File: src/rtl/lcg_stim_pkg.sv
// Shared LCG constants, step function and checker FSM states for the stimulus link.
package lcg_stim_pkg;

    localparam logic [31:0] LCG_MUL      = 32'h41C64E6D;
    localparam logic [31:0] LCG_INC      = 32'h3039;
    localparam logic [31:0] DEFAULT_SEED = 32'd2048741382;

    typedef enum logic [1:0] {IDLE, GEN, WAIT, DONE} state_t;

    function automatic logic [31:0] lcg_next(input logic [31:0] s);
        return s * LCG_MUL + LCG_INC;
    endfunction

endpackage

File: src/rtl/lcg_word_gen.sv
// Steps the LCG once per enabled cycle and assembles a WIDTH-bit word, low chunk first.
module lcg_word_gen
    import lcg_stim_pkg::*;
#(
    parameter int unsigned WIDTH = 143
) (
    input  logic             clk,
    input  logic             rst,
    input  logic             load,
    input  logic [31:0]      seed,
    input  logic             step,
    output logic             word_ready,
    output logic [WIDTH-1:0] word
);

    localparam int unsigned NCHUNK = (WIDTH + 31) / 32;
    localparam int unsigned IDX_W  = (NCHUNK > 1) ? $clog2(NCHUNK) : 1;

    logic [31:0]      state_q;
    logic [31:0]      state_nxt;
    logic [IDX_W-1:0] idx_q;

    assign state_nxt  = lcg_next(state_q);
    // High during the step that writes the final chunk, so the word is complete next cycle.
    assign word_ready = step && (idx_q == IDX_W'(NCHUNK - 1));

    always_ff @(posedge clk or posedge rst) begin
        if (rst) begin
            state_q <= '0;
            idx_q   <= '0;
        end else if (load) begin
            state_q <= seed;
            idx_q   <= '0;
        end else if (step) begin
            state_q <= state_nxt;
            idx_q   <= word_ready ? '0 : idx_q + 1'b1;
        end
    end

    for (genvar k = 0; k < NCHUNK; k++) begin : g_chunk
        localparam int unsigned CW = (WIDTH - 32 * k > 32) ? 32 : WIDTH - 32 * k;
        logic [CW-1:0] part_q;

        always_ff @(posedge clk or posedge rst) begin
            if (rst) begin
                part_q <= '0;
            end else if (step && idx_q == IDX_W'(k)) begin
                part_q <= state_nxt[CW-1:0];
            end
        end

        assign word[32*k +: CW] = part_q;
    end

endmodule

File: config.mk
export PLATFORM = sky130hd
export DESIGN_NAME = lcg_word_gen
export DESIGN_NICKNAME = d
export VERILOG_FILES = /design/src/rtl/lcg_stim_pkg.sv /design/src/rtl/lcg_word_gen.sv
export SDC_FILE = /design/constraint.sdc
export NUM_CORES = 1
export LEC_CHECK = 0
export CORE_MARGIN = 10
export CORE_UTILIZATION = 51
export DETAILED_ROUTE_END_ITERATION = 6
export PLACE_DENSITY = 0.8
export SYNTH_ARGS = -nofsm -noshare
export SYNTH_HDL_FRONTEND = slang
export SYNTH_SLANG_ARGS = --single-unit
File: constraint.sdc
create_clock -name clk -period 20.6 [get_ports clk]
set_clock_uncertainty 0.2 [all_clocks]
set_input_delay 5.15 -clock clk [delete_from_list [all_inputs] [get_ports clk]]
set_output_delay 5.15 -clock clk [all_outputs]
set_load 0.05 [all_outputs]
* Yosys cells after proc, flatten, opt, wreduce, memory -nomap -nowiden
Cells that the tools add are included.
Operators by class: $mul 1, muxes and demuxes 5, equal/unequal tests 4, reductions and logical operators 7, add/subtract/negate cells 2
Operator list (number):
- $mux 32 | 2
- $add 32x14->32 const B | 1
- $mul 32x31->32 const B | 1
- $mux 3 | 3
- $eq 3x2->1 const B | 2
- $logic_and 1x1->1 | 5
- $add 3x1->3 const B | 1
- $eq 3x1->1 const B | 1
- $eq 3x3->1 const B | 1
- $logic_not 3->1 | 1
- $reduce_bool 2->1 | 1
Word-level totals: input port bits 36, output and inout port bits 144, logic and storage cells 26, flip-flop bits (word level) 178

* Longest topological paths before layout
Gate-level depths: netlist of the first run.
depth after elaboration 5, gate-level depth with buffers 26, gate-level depth less buffers 26

* Worst setup path before layout of the first run
OpenSTA, ideal clock, no wires.
path type input to output, start point input step, end point output word_ready, setup slack 9.248 ns, path buffers 1, stages 3, arrival 6.002 ns, data required time 15.250 ns, path through clkbuf_1 -> nand3_1 -> inv_1
Between the ends: cells in the longest elaborated chain, start to end 1
Ends and longest elaborated chain:
- start: declaration | line lcg_word_gen.sv:11 | input logic step,
- $logic_and 1x1->1 | line lcg_word_gen.sv:25 | assign word_ready = step && (idx_q == IDX_W'(NCHUNK - 1));
- end: declaration | line lcg_word_gen.sv:12 | output logic word_ready,
No other way between the ends.

* Worst setup path after layout of the first run
Same ends and word-level chain as after synthesis.

==> flow_summary_export.csv, run 1 <==
group,metric,value,unit
status,outcome,"complete, no violations",
timing,hold_violations,0,
die,ios,180,
die,fp.dieW,196,µm
final_layout,fin_cells,2176,
flow_run,cap_violations,0,
timing,setup_slack,7.44,ns
die,die_h,196,µm
logic_synthesis,synthMuxAreaShare,0.0202,
logic_synthesis,ys.flop_type,"dfrtp_1",
timing,tns,0,ns
global_route,grt.total_usage,0.225,
logic_synthesis,synth-seq-cells,178,
clock_tree,clk_latency,0.43,ns
die,dieArea,0.0385,mm²
clock_tree,holdBufCountCts,0,
clock_tree,cts_root_buf,"clkbuf_16",
logic_synthesis,netlist_instances,1604,
critical_path,critPathLaunchType,"input port",
timing,setup_viol,0,
timing,rsz0062_at_grt,"false",
logic_synthesis,synth_top_family_by_area,"adder cells",
timing,worst_pin_slew,1.14,ns
worst_hold_path,hold_start,"g_chunk[0].part_q[6]$_DFFE_PP0P_",
timing,drv_slew,0,
global_route,grt_pass1_wl,68400,µm
clock_tree,clk_pin_slew_worst_paths,0.06,ns
placed_design,place.gp.congestion,0.947,
logic_synthesis,ys_async_sr_fraction,1.00,
critical_path,cp-startpoint,"step",
final_layout,layout_commonest_cell,"inv_1",
critical_path,critPathRequiredTime,15.25,ns
final_layout,layout_common_cells,"inv_1 (395), ha_1 (211), fa_1 (188)",
placed_design,io_buffers,179,
timing,min_period_over_period,0.639,
detailed_routing,dr.pass1.iters,5,
timing,fmax,76.0,MHz
logic_synthesis,yosys.cell_types.count,47,
placed_design,placed_cells,2143,
clock_tree,cts_tree,"yes",
global_route,grt_pass1_vias,12446,
clock_tree,htreeDepth,4,
final_layout,n_fill_cell,2440,
detailed_routing,via_count,11548,
final_layout,area_delta_synth_final,17.5,%
logic_synthesis,synthXorXnorAreaFrac,0.0354,
critical_path,rr_startpoint,"state_q[6]$_DFFE_PP0P_",
logic_synthesis,synth_area,0.0158,mm²
final_layout,fin_util,0.608,
die,row_count,64,
critical_path,crit_end,"word_ready",
logic_synthesis,yosys.area_share.simple,0.0610,
detailed_routing,drcViolationCount,0,
critical_path,r2r_cells,25,
critical_path,r2r_slack,12.77,ns
timing,fin_crit,13.16,ns
critical_path,cp_max_fo,28,
clock_tree,cts_resized,0,
global_route,grt_max_degree,94,
clock_tree,numCtsBuffers,17,
final_layout,nNetsFinal,2201,
global_route,grt_antenna_before_repair,4,
die,core-area,0.0306,mm²
placed_design,place_ws,7.45,ns
detailed_routing,drt-initial-drc-count,629,
logic_synthesis,avgSynthCellArea,9.87,µm²
detailed_routing,wl_per_cell,19.7,µm
logic_synthesis,synth_compound_area_frac,0.0942,
logic_synthesis,synth_fp_nets,2039,
placed_design,dpl.hpwl,34900,µm
clock_tree,clockBufferDepth,2,
critical_path,crit_type,"in2out",
timing,maxSlewHeadroom,0.241,
die,start_util,0.518,
detailed_routing,antenna_left,0,
critical_path,timing.rr.end,"state_q[29]$_DFFE_PP0P_",
worst_hold_path,hp-class,"reg2reg",
final_layout,drive_gt1_frac,0.0433,
detailed_routing,wirelength,42800,µm
clock_tree,cts_setup_buffers,0,
clock_tree,clock-sinks,178,
critical_path,critical_path_arrival,7.81,ns
logic_synthesis,synth_warnings,0,
logic_synthesis,synth_edf_count,0,
logic_synthesis,synth_fa_ha_area_frac,0.404,
detailed_routing,via_per_inst,5.31,
global_route,grt_overflow,0,
critical_path,critical_path.endpoint_type,"primary output",
logic_synthesis,yosysSeqAreaShare,0.281,
[registers in the layout (all words and copies together), names as in the netlist]
| signal | count |
|---|---|
| g_chunk.part_q | 143 |
| state_q | 32 |
| idx_q | 3 |
[per-layer routing]
metal | up-vias | global-route usage | wire length, µm
met5 | - | 0 | 11
met4 | 2 | 0.0880 | 1570
met3 | 91 | 0.0546 | 2840
met2 | 388 | 0.375 | 21100
met1 | 5766 | 0.277 | 17300
li1 | 5301 | - | -
[per-stage QoR]
stage	instance area, µm²	hold WS, ns
finish	18600	0.277
global route	18600	0.302
CTS	18600	0.284
detailed placement	18000	0.270
global placement	18000	0.262
floorplan	15800	0.338
[area by class of cell]
| class | count | area, µm² | area share |
|---|---|---|---|
| inverter | 396 | 1490 | 0.0802 |
| clock inverter | 10 | 125 | 0.00673 |
| sequential | 178 | 4450 | 0.240 |
| clock buffer | 20 | 457 | 0.0246 |
| timing repair buffer | 183 | 1820 | 0.0977 |
| tap | 396 | 495 | 0.0266 |
| multi-input combinational | 990 | 9750 | 0.524 |
| antenna | 3 | 7.51 | 0.000404 |
[worst min-delay path by stage]
stage	to	slack (ns)	cells past startpoint
after floorplan	idx_q[1]$_DFFE_PP0P_	0.34	2
after global placement	g_chunk[1].part_q[8]$_DFFE_PP0P_	0.26	2
after detailed placement	g_chunk[2].part_q[24]$_DFFE_PP0P_	0.27	2
after CTS	g_chunk[0].part_q[6]$_DFFE_PP0P_	0.28	2
after global routing	g_chunk[1].part_q[27]$_DFFE_PP0P_	0.30	2
final	g_chunk[0].part_q[6]$_DFFE_PP0P_	0.28	2
[synthesized netlist by cell type, types with 6 or more instances]
cell	count	area, µm²
o21ai_1	8	40.0
a21o_1	12	90.1
fa_1	188	3760
xnor2_1	44	385
ha_1	211	2640
mux2i_1	6	60.1
o21ai_0	165	826
dfrtp_1	178	4450
inv_1	396	1490
clkbuf_1	39	146
a21oi_1	42	210
mux2_2	23	259
nor2_1	25	93.8
xor2_1	20	175
nand2_1	177	664
[logic make-up (layout without fill, tap and decap cells)]
kind of cell / after synthesis / in the layout
DFF: 178 / 178
adders and majority gates: 399 / 399
and+or+nand+nor: 235 / 235
muxes: 29 / 29
AOI/OAI and AO/OA: 263 / 263
other: 0 / 3
xor gates and xnor gates: 64 / 64
buffers and inverters: 436 / 609
[worst max-delay path: stages]
cell	delay [ns]
clkdlybuf4s50_1	0.46
buf_4	0.32
nand3_1	0.72
inv_1	0.26
clkdlybuf4s50_1	0.87
Power of run 1 is left out: the tool's default activity adds up to more than one toggle a clock period on the data nets, which glitch-free logic cannot reach.
==> run 2: changes to the inputs <==
Settings changed: PLACE_DENSITY 0.8 to 0.82.
Clock period 20.6 ns to 11.35 ns, I/O delays scaled along.
==> run 2 against run 1 <==
Sequential cell count unchanged. Sequential share of layout area hardly changed. First-iteration DRC count up 19%. Worst hold slack lost 0.0015 ns. Register-to-register slack worse by 9.0 ns. Utilization decreased by 0.12 points. Non-clock buffer count unchanged. Largest cell class unchanged.
==> flow_summary_export.csv, run 2 (synthesis gave the netlist of run 1 again) <==
group,metric,value,unit
die,core-area,0.0306,mm²
clock_tree,numCtsBuffers,17,
global_route,grt_max_degree,106,
critical_path,critPathRequiredTime,8.31,ns
detailed_routing,wl_per_cell,20.1,µm
timing,drv_slew,0,
global_route,grt_pass1_wl,69800,µm
final_layout,area_delta_synth_final,17.2,%
critical_path,crit_slowest_cell,"clkdlybuf4s50_1",
critical_path,cp-startpoint,"step",
final_layout,fin_util,0.607,
timing,setup_viol,0,
final_layout,antenna_cells,0,
worst_hold_path,hold_depth,2,
clock_tree,cts_tree,"yes",
clock_tree,clockBufferDepth,2,
die,dieArea,0.0385,mm²
final_layout,layout_common_cells,"inv_1 (395), ha_1 (211), fa_1 (188)",
critical_path,critPathLaunchType,"input port",
critical_path,rr_startpoint,"state_q[5]$_DFFE_PP0P_",
worst_hold_path,hold_start,"g_chunk[0].part_q[9]$_DFFE_PP0P_",
critical_path,crit_type,"in2out",
global_route,grt_pass1_vias,12733,
detailed_routing,wirelength,43700,µm
critical_path,r2r_cells,25,
critical_path,r2r_slack,3.72,ns
critical_path,critical_path.endpoint_type,"primary output",
placed_design,io_buffers,179,
global_route,grt.total_usage,0.230,
clock_tree,cts_resized,0,
placed_design,placed_cells,2143,
global_route,grt_overflow,0,
detailed_routing,antenna_left,0,
critical_path,critical_path_arrival,5.56,ns
flow_run,cap_violations,0,
final_layout,regMostFlops,"g_chunk.part_q",
placed_design,place.gp.congestion,0.961,
clock_tree,holdBufCountCts,0,
final_layout,largest_reg_flops,143,
timing,tns,0,ns
critical_path,slowest_delay,0.87,ns
final_layout,n_fill_cell,2433,
final_layout,layout_commonest_cell,"inv_1",
worst_hold_path,min_to,"g_chunk[0].part_q[9]$_DFFE_PP0P_",
die,die_h,196,µm
critical_path,cp_max_fo,28,
clock_tree,cts_setup_buffers,0,
die,ios,180,
critical_path,cp_common_cell,"clkdlybuf4s50_1",
timing,hold_violations,0,
clock_tree,htreeDepth,4,
clock_tree,cts_root_buf,"clkbuf_16",
detailed_routing,via_per_inst,5.36,
timing,rsz0062_at_grt,"false",
placed_design,dpl.hpwl,35400,µm
die,fp.dieW,196,µm
timing,worst_pin_slew,1.11,ns
critical_path,path_cells,"clkdlybuf4s50_1, buf_4, nand3_1, inv_1, clkdlybuf4s50_1",
global_route,grt_antenna_before_repair,0,
timing,maxSlewHeadroom,0.261,
detailed_routing,dr.pass1.iters,7,
final_layout,drive_gt1_frac,0.0438,
status,outcome,"complete, no violations",
clock_tree,clock-sinks,178,
die,start_util,0.518,
final_layout,nNetsFinal,2201,
timing,fin_crit,8.60,ns
die,row_count,64,
timing,min_period_over_period,0.758,
worst_hold_path,hp-class,"reg2reg",
clock_tree,clk_latency,0.43,ns
clock_tree,clk_pin_slew_worst_paths,0.06,ns
final_layout,top_regs,"g_chunk.part_q (143), state_q (32), idx_q (3)",
detailed_routing,drt-initial-drc-count,750,
timing,fmax,116,MHz
final_layout,fin_cells,2175,
detailed_routing,via_count,11660,
critical_path,timing.rr.end,"state_q[29]$_DFFE_PP0P_",
detailed_routing,drcViolationCount,0,
-- run 2: per-stage QoR --
step | area [µm²] | setup slack (ns) | hold WS (ns)
final | 18600 | 2.75 | 0.276
after detailed placement | 18000 | 2.78 | 0.269
after global routing | 18600 | 2.53 | 0.299
after CTS | 18600 | 2.75 | 0.284
after floorplan | 15800 | 3.48 | 0.338
after global placement | 18000 | 2.86 | 0.262
-- run 2: metal layers --
metal,vias to the layer above,wire [µm],track usage
met2,426,22100,0.401
met5,-,0,0
met4,0,1520,0.0772
met3,101,2710,0.0375
met1,5830,17400,0.282
li1,5303,-,-
-- run 2: worst max-delay path by stage --
stage,end
after global placement,word_ready
after CTS,word_ready
final,word_ready
after detailed placement,word_ready
after floorplan,g_chunk[0].part_q[0]$_DFFE_PP0P_
after global routing,word_ready
-- run 2: area by class of cell --
type                       instances  area [µm²]  share of cell area
tap                              396         495              0.0267
clock buffer                      20         447              0.0241
sequential                       178        4450               0.240
clock inverter                    12         106             0.00573
inverter                         396        1490              0.0804
multi-input combinational        990        9750               0.525
timing repair buffer             183        1820              0.0979
-- run 2: worst max-delay path: cells and delay by family --
kind	cells	cell delay (ns)
buffers and inverters	4	1.94
and+or+nand+nor	1	0.76
Power of run 2 is left out for the same reason.
==> run 3: changes to the inputs <==
Settings changed: PLACE_DENSITY 0.82 to 0.8.
Clock period 11.35 ns to 8.3 ns, I/O delays scaled along.
==> run 3 against run 2 <==
Cell area up 0.30%. Sequential share of layout area down 0.071 points. Sequential cell count unchanged. Die area unchanged. Register-to-register slack worse by 3.0 ns. Worst hold slack better by 0.0062 ns. Critical path depth up 18. Via count about the same. Non-clock buffer count up 2.
==> flow_summary_export.csv, run 3 (synthesis gave the netlist of run 1 again) <==
group,metric,value,unit
die,dieArea,0.0385,mm²
die,fp.dieW,196,µm
clock_tree,clk_latency,0.44,ns
die,ios,180,
final_layout,layout_common_cells,"inv_1 (395), ha_1 (211), fa_1 (188)",
clock_tree,cts_root_buf,"clkbuf_16",
clock_tree,cts_resized,0,
clock_tree,htreeDepth,4,
global_route,grt_max_degree,100,
critical_path,critical_path.endpoint_type,"register",
detailed_routing,drt-initial-drc-count,672,
timing,setup_viol,0,
final_layout,drive_gt1_frac,0.0444,
die,row_count,64,
detailed_routing,wirelength,44900,µm
timing,fin_crit,7.57,ns
critical_path,critPathRequiredTime,8.37,ns
flow_run,cap_violations,0,
detailed_routing,antenna_left,0,
timing,rsz0062_at_grt,"false",
detailed_routing,dr.pass1.iters,5,
critical_path,critical_path_arrival,7.64,ns
status,outcome,"complete, no violations",
clock_tree,clk_pin_slew_worst_paths,0.07,ns
timing,maxSlewHeadroom,0.263,
global_route,grt_pass1_vias,12593,
final_layout,layout_commonest_cell,"inv_1",
global_route,grt_antenna_before_repair,0,
clock_tree,clockBufferDepth,2,
timing,tns,0,ns
worst_hold_path,hp-class,"reg2reg",
critical_path,crit_type,"reg2reg",
final_layout,antenna_cells,0,
global_route,grt_overflow,0,
timing,min_period_over_period,0.913,
critical_path,cp_max_fo,8,
detailed_routing,via_count,11670,
final_layout,nNetsFinal,2203,
global_route,grt.total_usage,0.238,
placed_design,io_buffers,179,
die,core-area,0.0306,mm²
final_layout,top_regs,"g_chunk.part_q (143), state_q (32), idx_q (3)",
placed_design,dpl.hpwl,36900,µm
clock_tree,numCtsBuffers,17,
timing,fmax,132,MHz
timing,worst_pin_slew,1.10,ns
detailed_routing,drcViolationCount,0,
critical_path,critPathLaunchType,"register",
clock_tree,holdBufCountCts,0,
global_route,grt_pass1_wl,72300,µm
clock_tree,cts_setup_buffers,0,
timing,hold_violations,0,
final_layout,regMostFlops,"g_chunk.part_q",
placed_design,place.gp.congestion,0.979,
detailed_routing,wl_per_cell,20.6,µm
timing,drv_slew,0,
detailed_routing,via_per_inst,5.36,
clock_tree,cts_tree,"yes",
final_layout,area_delta_synth_final,17.6,%
clock_tree,clock-sinks,178,
final_layout,largest_reg_flops,143,
die,die_h,196,µm
die,start_util,0.518,
## run 3: cell types whose count changed in the layout (fill, tap and decap cells not counted)
cell,previous run,this run
clkbuf_8,1,0
inv_8,0,1
clkinv_4,1,2
bufinv_16,1,3
clkbuf_1,2,3
clkinvlp_4,4,0
buf_4,4,6
## run 3: final cells by class
cell class | instances | area (µm²)
fillers | 2524 | 12000
clock inverters | 12 | 156
flip-flops and latches | 178 | 4450
well taps | 396 | 495
multi-input cells | 990 | 9750
inverters | 396 | 1490
repair buffers | 185 | 1830
clock buffers | 20 | 437
## run 3: routing by layer
layer	GRT usage	routed length, µm	up-vias
met4	0.0690	1210	0
met5	0	0	-
met1	0.311	18900	5979
li1	-	-	5299
met3	0.0303	2030	66
met2	0.406	22800	326
## run 3: metrics by stage
step | worst slack, ns | instances | util | cell area (µm²) | hold slack (ns)
floorplan | 1.19 | 1604 | - | 15800 | 0.338
global placement | 1.01 | 2145 | 0.589 | 18000 | 0.260
detailed placement | 0.838 | 2145 | 0.589 | 18000 | 0.268
CTS | 0.803 | 2177 | 0.609 | 18600 | 0.284
global route | 0.353 | 2177 | 0.609 | 18600 | 0.310
finish | 0.726 | 2177 | 0.609 | 18600 | 0.282
## run 3: critical path, stage by stage, from the launching register on
cell	delay (ns)
dfrtp_1	0.68
ha_1	0.42
xor2_1	0.20
ha_1	0.20
a21oi_1	0.25
fa_1	0.47
fa_1	0.50
inv_1	0.05
fa_1	0.48
fa_1	0.46
fa_1	0.52
inv_1	0.05
fa_1	0.47
inv_1	0.04
ha_1	0.37
a21oi_1	0.18
o21ai_0	0.16
a31o_2	0.29
nor4_1	0.23
o21a_1	0.25
o21ai_0	0.13
a21oi_1	0.19
xor2_1	0.41
o21ai_0	0.18
## run 3: final timing paths
| path | start | to | cells past startpoint | slack [ns] |
|---|---|---|---|---|
| hold / removal | g_chunk[0].part_q[15]$_DFFE_PP0P_ | g_chunk[0].part_q[15]$_DFFE_PP0P_ | 2 | 0.28 |
| min in group asynchronous | rst | g_chunk[2].part_q[3]$_DFFE_PP0P_ | 2 | 1.98 |
| setup reg to reg | state_q[9]$_DFFE_PP0P_ | g_chunk[0].part_q[30]$_DFFE_PP0P_ | 23 | 0.73 |
| max in group asynchronous | rst | g_chunk[3].part_q[21]$_DFFE_PP0P_ | 3 | 4.38 |
| hold reg to reg | g_chunk[0].part_q[15]$_DFFE_PP0P_ | g_chunk[0].part_q[15]$_DFFE_PP0P_ | 2 | 0.28 |
| setup / recovery | state_q[9]$_DFFE_PP0P_ | g_chunk[0].part_q[30]$_DFFE_PP0P_ | 23 | 0.73 |
Power of run 3 is left out for the same reason.
==> edit 1 (config.mk and constraints of run 2) <==
The parameter `WIDTH` goes from 143 to 286.
--- a/src/rtl/lcg_word_gen.sv
+++ b/src/rtl/lcg_word_gen.sv
@@ -2,7 +2,7 @@
 module lcg_word_gen
     import lcg_stim_pkg::*;
 #(
-    parameter int unsigned WIDTH = 143
+    parameter int unsigned WIDTH = 286
 ) (
     input  logic             clk,
     input  logic             rst,
Ports: changed (resized word); port bits go from 180 to 323. The function was not compared with the original's and may differ.
==> edit 1 against run 2 <==
Critical endpoint unchanged. Utilization is 2.3 points higher. Area after synthesis up 33%. The run now ends with DRC left. Worst hold slack got worse by 0.00052 ns. Wire length grew 44%. Count of clock-buffer cells in the layout up 21. Sequential cell count increased by 144. Cell area grew 38%. Maximum frequency down 0.21%. Worst setup slack lost 0.018 ns.
Power is not shown: default switching activity piles up to over one toggle a cycle in this logic, so the estimate is an artifact.
==> edit 1: results (changes against run 2) <==
clock_network:
  htreeDepth: 1  # -3
  postCtsSetupRepairBufs: 0  # unchanged
  clock-root-buffer: "clkbuf_16"
  clkLatencyLatePin_ns: 0.56  # +0.13 ns
  post_cts_resized: 0  # unchanged
  cts.clk_slew.worst_paths_ns: 0.06  # about the same
  numCtsBuffers: 29  # +12
  clock_path_buffers: 3  # +1
worst_hold_path:
  hold_class: "flop to flop"
route:
  drc: 3  # +3
  drt_iter0_markers: 1303  # +74%
  vias: 15900  # +37%
  first_pass_iters: 7  # unchanged
  wl_per_cell_microns: 21.6  # +7.3%
logic_synthesis:
  syn_nets: 2511  # +23%
  seq_area_frac_synth: 0.384  # +0.103
  yosysWarnings: 0  # unchanged
  synth_cell_types: 58  # +23%
  synth_commonest_cells: "inv_1, dfrtp_1, nand2_1, o21ai_0, ha_1"
  synth_area_leaders: "dfrtp_1, fa_1, ha_1, inv_1, o21ai_0"
worst_setup_path:
  worst_path_max_delay_cell: "clkdlybuf4s50_1"
  slowest_delay_ns: 0.92  # +0.05 ns
  critPathMaxFanout: 58  # +110%
  arrival_ns: 5.58  # +0.02 ns
  crit_family: "buffers and inverters"
  reg2reg_setup_slack_ns: 2.98  # -0.74 ns
grt:
  gr-total-overflow: 0  # unchanged
  grtUsageTotal: 0.253  # +0.0230
  grt_max_degree: 164  # +55%
  antenna_found_initial: 4  # +4
  grt_pass1_wl_microns: 98500  # +41%
  grt_pass1_vias: 16600  # +31%
run_status:
  violations: "DRC"
  outcome: "finished with violations"
sta:
  slew_headroom: 0.0958  # -0.165
place:
  dpl.hpwl_microns: 49200  # +39%
  place.gp.congestion: 0.939  # -2.3%
  port_buffers: 322  # +80%
cells_and_area:
  largestRegisters: "g_chunk.part_q (286), state_q (32), idx_q (4)"
  nNetsFinal: 2803  # +27%
  drive_above_1_share: 0.0511  # +0.00729
## edit 1: cell count changes in the layout (fill, tap and decap cells not counted), moves of 5 or more
cell	run 2	this run
nand2_2	4	9
clkbuf_16	17	29
clkdlybuf4s50_1	178	321
buf_4	4	13
o21ai_0	165	276
clkbuf_1	2	8
xor2_1	20	11
inv_1	395	404
nand2_1	173	311
dfrtp_1	178	322
xor2_2	0	5
mux2_2	23	31
o21ai_1	8	30
## edit 1: path summary, 6_finish.rpt
| check | startpoint | to | cells after the start |
|---|---|---|---|
| setup / recovery | step | word_ready | 8 |
| hold / removal | g_chunk[8].part_q[3] | g_chunk[8].part_q[3] | 2 |
| setup reg to reg | state_q[0] | state_q[28] | 22 |
| hold reg to reg | g_chunk[8].part_q[3] | g_chunk[8].part_q[3] | 2 |
| max in group asynchronous | rst | g_chunk[2].part_q[30] | 4 |
| min in group asynchronous | rst | g_chunk[6].part_q[16] | 3 |
## edit 1: tightest hold or removal path: stages, from the launching register on
cell	delay [ns]
dfrtp_1	0.34
nand2_1	0.05
nand2_1	0.06
## edit 1: kinds of logic after synthesis
group                      after synthesis  share of synthesized area
and+or+nand+nor                        382                     0.0734
DFF                                    322                      0.384
xor gates and xnor gates                62                     0.0280
AOI/OAI and AO/OA                      395                      0.103
muxes                                   35                     0.0185
buffers and inverters                  481                     0.0861
adders and majority gates              399                      0.306
## edit 1: stage by stage
stage	cells	hold slack (ns)	area, sq um	worst slack [ns]	util
3_3_place_gp	2869	0.261	24700	2.84	0.607
2_1_floorplan	2076	0.317	21000	4.02	-
4_1_cts	2918	0.277	25600	2.81	0.629
5_1_grt	2920	0.300	25600	2.68	0.630
6_report	2920	0.275	25600	2.73	0.630
3_5_place_dp	2869	0.262	24700	2.83	0.607
## edit 1: per-layer routing
layer	global-route usage	share of wire	wire length [microns]
met1	0.318	0.40	25000
met2	0.427	0.49	30800
met3	0.0504	0.079	4970
met4	0.0850	0.034	2170
met5	0	0.00054	34
## edit 1: cell type report
| type | count | area [sq um] |
|---|---|---|
| Clock buffer | 41 | 811 |
| Antenna cell | 2 | 5.00 |
| Timing Repair Buffer | 336 | 3340 |
| Sequential cell | 322 | 8060 |
| Multi-Input combinational cell | 1273 | 11100 |
| Inverter | 406 | 1530 |
| Fill cell | 3138 | 15100 |
| Clock inverter | 8 | 105 |
| Tap cell | 532 | 666 |
==> edit 2 (config.mk and constraints of run 2) <==
Without the edit above. Make the reset (`rst`) synchronous in 2 clocked blocks.
--- a/src/rtl/lcg_word_gen.sv
+++ b/src/rtl/lcg_word_gen.sv
@@ -24,7 +24,7 @@
     // High during the step that writes the final chunk, so the word is complete next cycle.
     assign word_ready = step && (idx_q == IDX_W'(NCHUNK - 1));
 
-    always_ff @(posedge clk or posedge rst) begin
+    always_ff @(posedge clk) begin
         if (rst) begin
             state_q <= '0;
             idx_q   <= '0;
@@ -41,7 +41,7 @@
         localparam int unsigned CW = (WIDTH - 32 * k > 32) ? 32 : WIDTH - 32 * k;
         logic [CW-1:0] part_q;
 
-        always_ff @(posedge clk or posedge rst) begin
+        always_ff @(posedge clk) begin
             if (rst) begin
                 part_q <= '0;
             end else if (step && idx_q == IDX_W'(k)) begin
Formal check against the unedited RTL: not equivalent (a bounded check fails within 4 cycles, from zero or initial values and one cycle with rst high; the reset may be asserted at any time).
==> edit 2 against run 2 <==
Wire length increased by 6.2%. Area after synthesis decreased by 0.20%. Cell area is 0.44% lower. Worst setup slack better by 0.14 ns. Synthesized cell count is 12% higher. Cell count rose by 7.9%. Sequential cell count did not move. Critical path type unchanged. Highest routed layer unchanged.
Power is not shown: default switching activity piles up to over one toggle a cycle in this logic, so the estimate is an artifact.
==> edit 2: results (changes against run 2) <==
grt:
  antenna_found_initial: 4  # +4
  grtUsageMet3: 0.0459  # +0.00835
  grtUsageMet1: 0.294  # +0.0125
  grt_max_degree: 110  # +3.8%
  grtUsageTotal: 0.244  # +0.0142
  grt_use_met2: 0.409  # +0.00810
logic_synthesis:
  syn_nets: 2230  # +9.4%
  netlist_instances: 1795  # +12%
  synth_xor_xnor_area_share: 0.0354  # about the same
  synth_area_leaders: "fa_1, dfxtp_1, ha_1, inv_1, nand2_1"
  synth_commonest_cells: "inv_1, nand2_1, ha_1, fa_1, dfxtp_1"
  synth_top_area_frac: 0.238  # -0.0432
  ys_async_sr_fraction: 0  # -1.00
  synth_cell_types: 62  # +32%
worst_setup_path:
  reg2reg_setup_slack_ns: 3.57  # -0.15 ns
  r2r_end: "g_chunk[1].part_q[31]"
  critPathMaxFanout: 40  # +43%
  slowest_delay_ns: 0.97  # +0.10 ns
  rr_worst_depth: 24  # -4.0%
  timing.rr.start: "state_q[5]"
place:
  preCtsSetupSlack_ns: 3.01  # +0.234 ns
  dpl-instance-area_sq_um: 17800  # -0.95%
  dpl.hpwl_microns: 37000  # +4.4%
  dp_cells: 2310  # +7.8%
cells_and_area:
  regArea_sq_um: 3560  # -20%
  nFillCells: 2514  # +3.3%
  nNetsFinal: 2368  # +7.6%
  drive_above_1_share: 0.0308  # -0.0130
route:
  vias: 12600  # +8.1%
  first_pass_iters: 5  # -2
  route.met2.wl_microns: 22700  # +2.9%
run_status:
  outcome: "completed"
sta:
  hold_slack_ns: 0.256  # -0.0202 ns
  fin_crit_sh: 0.746  # -0.0124
worst_hold_path:
  hold_path_end: "g_chunk[1].part_q[25]"
  holdCritStartpoint: "g_chunk[1].part_q[25]"
[edit 2: cell count changes after synthesis, moves of 12 or more]
cell / before / now
nand3b_1: 0 / 13
o21ai_0: 165 / 9
dfrtp_1: 178 / 0
dfxtp_1: 0 / 178
nor2_1: 25 / 90
a211oi_1: 3 / 25
mux2_2: 23 / 0
clkbuf_1: 39 / 53
inv_1: 396 / 409
nand2_1: 177 / 245
a221oi_1: 0 / 12
a21oi_1: 42 / 162
[edit 2: area by class of cell]
cell class | instances | share of cell area
clock buffer | 17 | 0.0230
sequential | 178 | 0.193
inverter | 409 | 0.0831
timing repair buffer | 189 | 0.100
clock inverter | 15 | 0.0112
multi-input combinational | 1138 | 0.562
tap | 396 | 0.0268
antenna | 4 | 0.000542
[edit 2: kinds of logic (layout without fill, tap and decap cells)]
family,after synthesis,after routing
flip-flops,178,178
AND/OR/NAND/NOR,389,389
XOR/XNOR,63,63
other,0,4
buffers and inverters,479,630
multiplexers,12,12
adder cells (fa/ha/maj),399,399
AO/OA/AOI/OAI,275,275
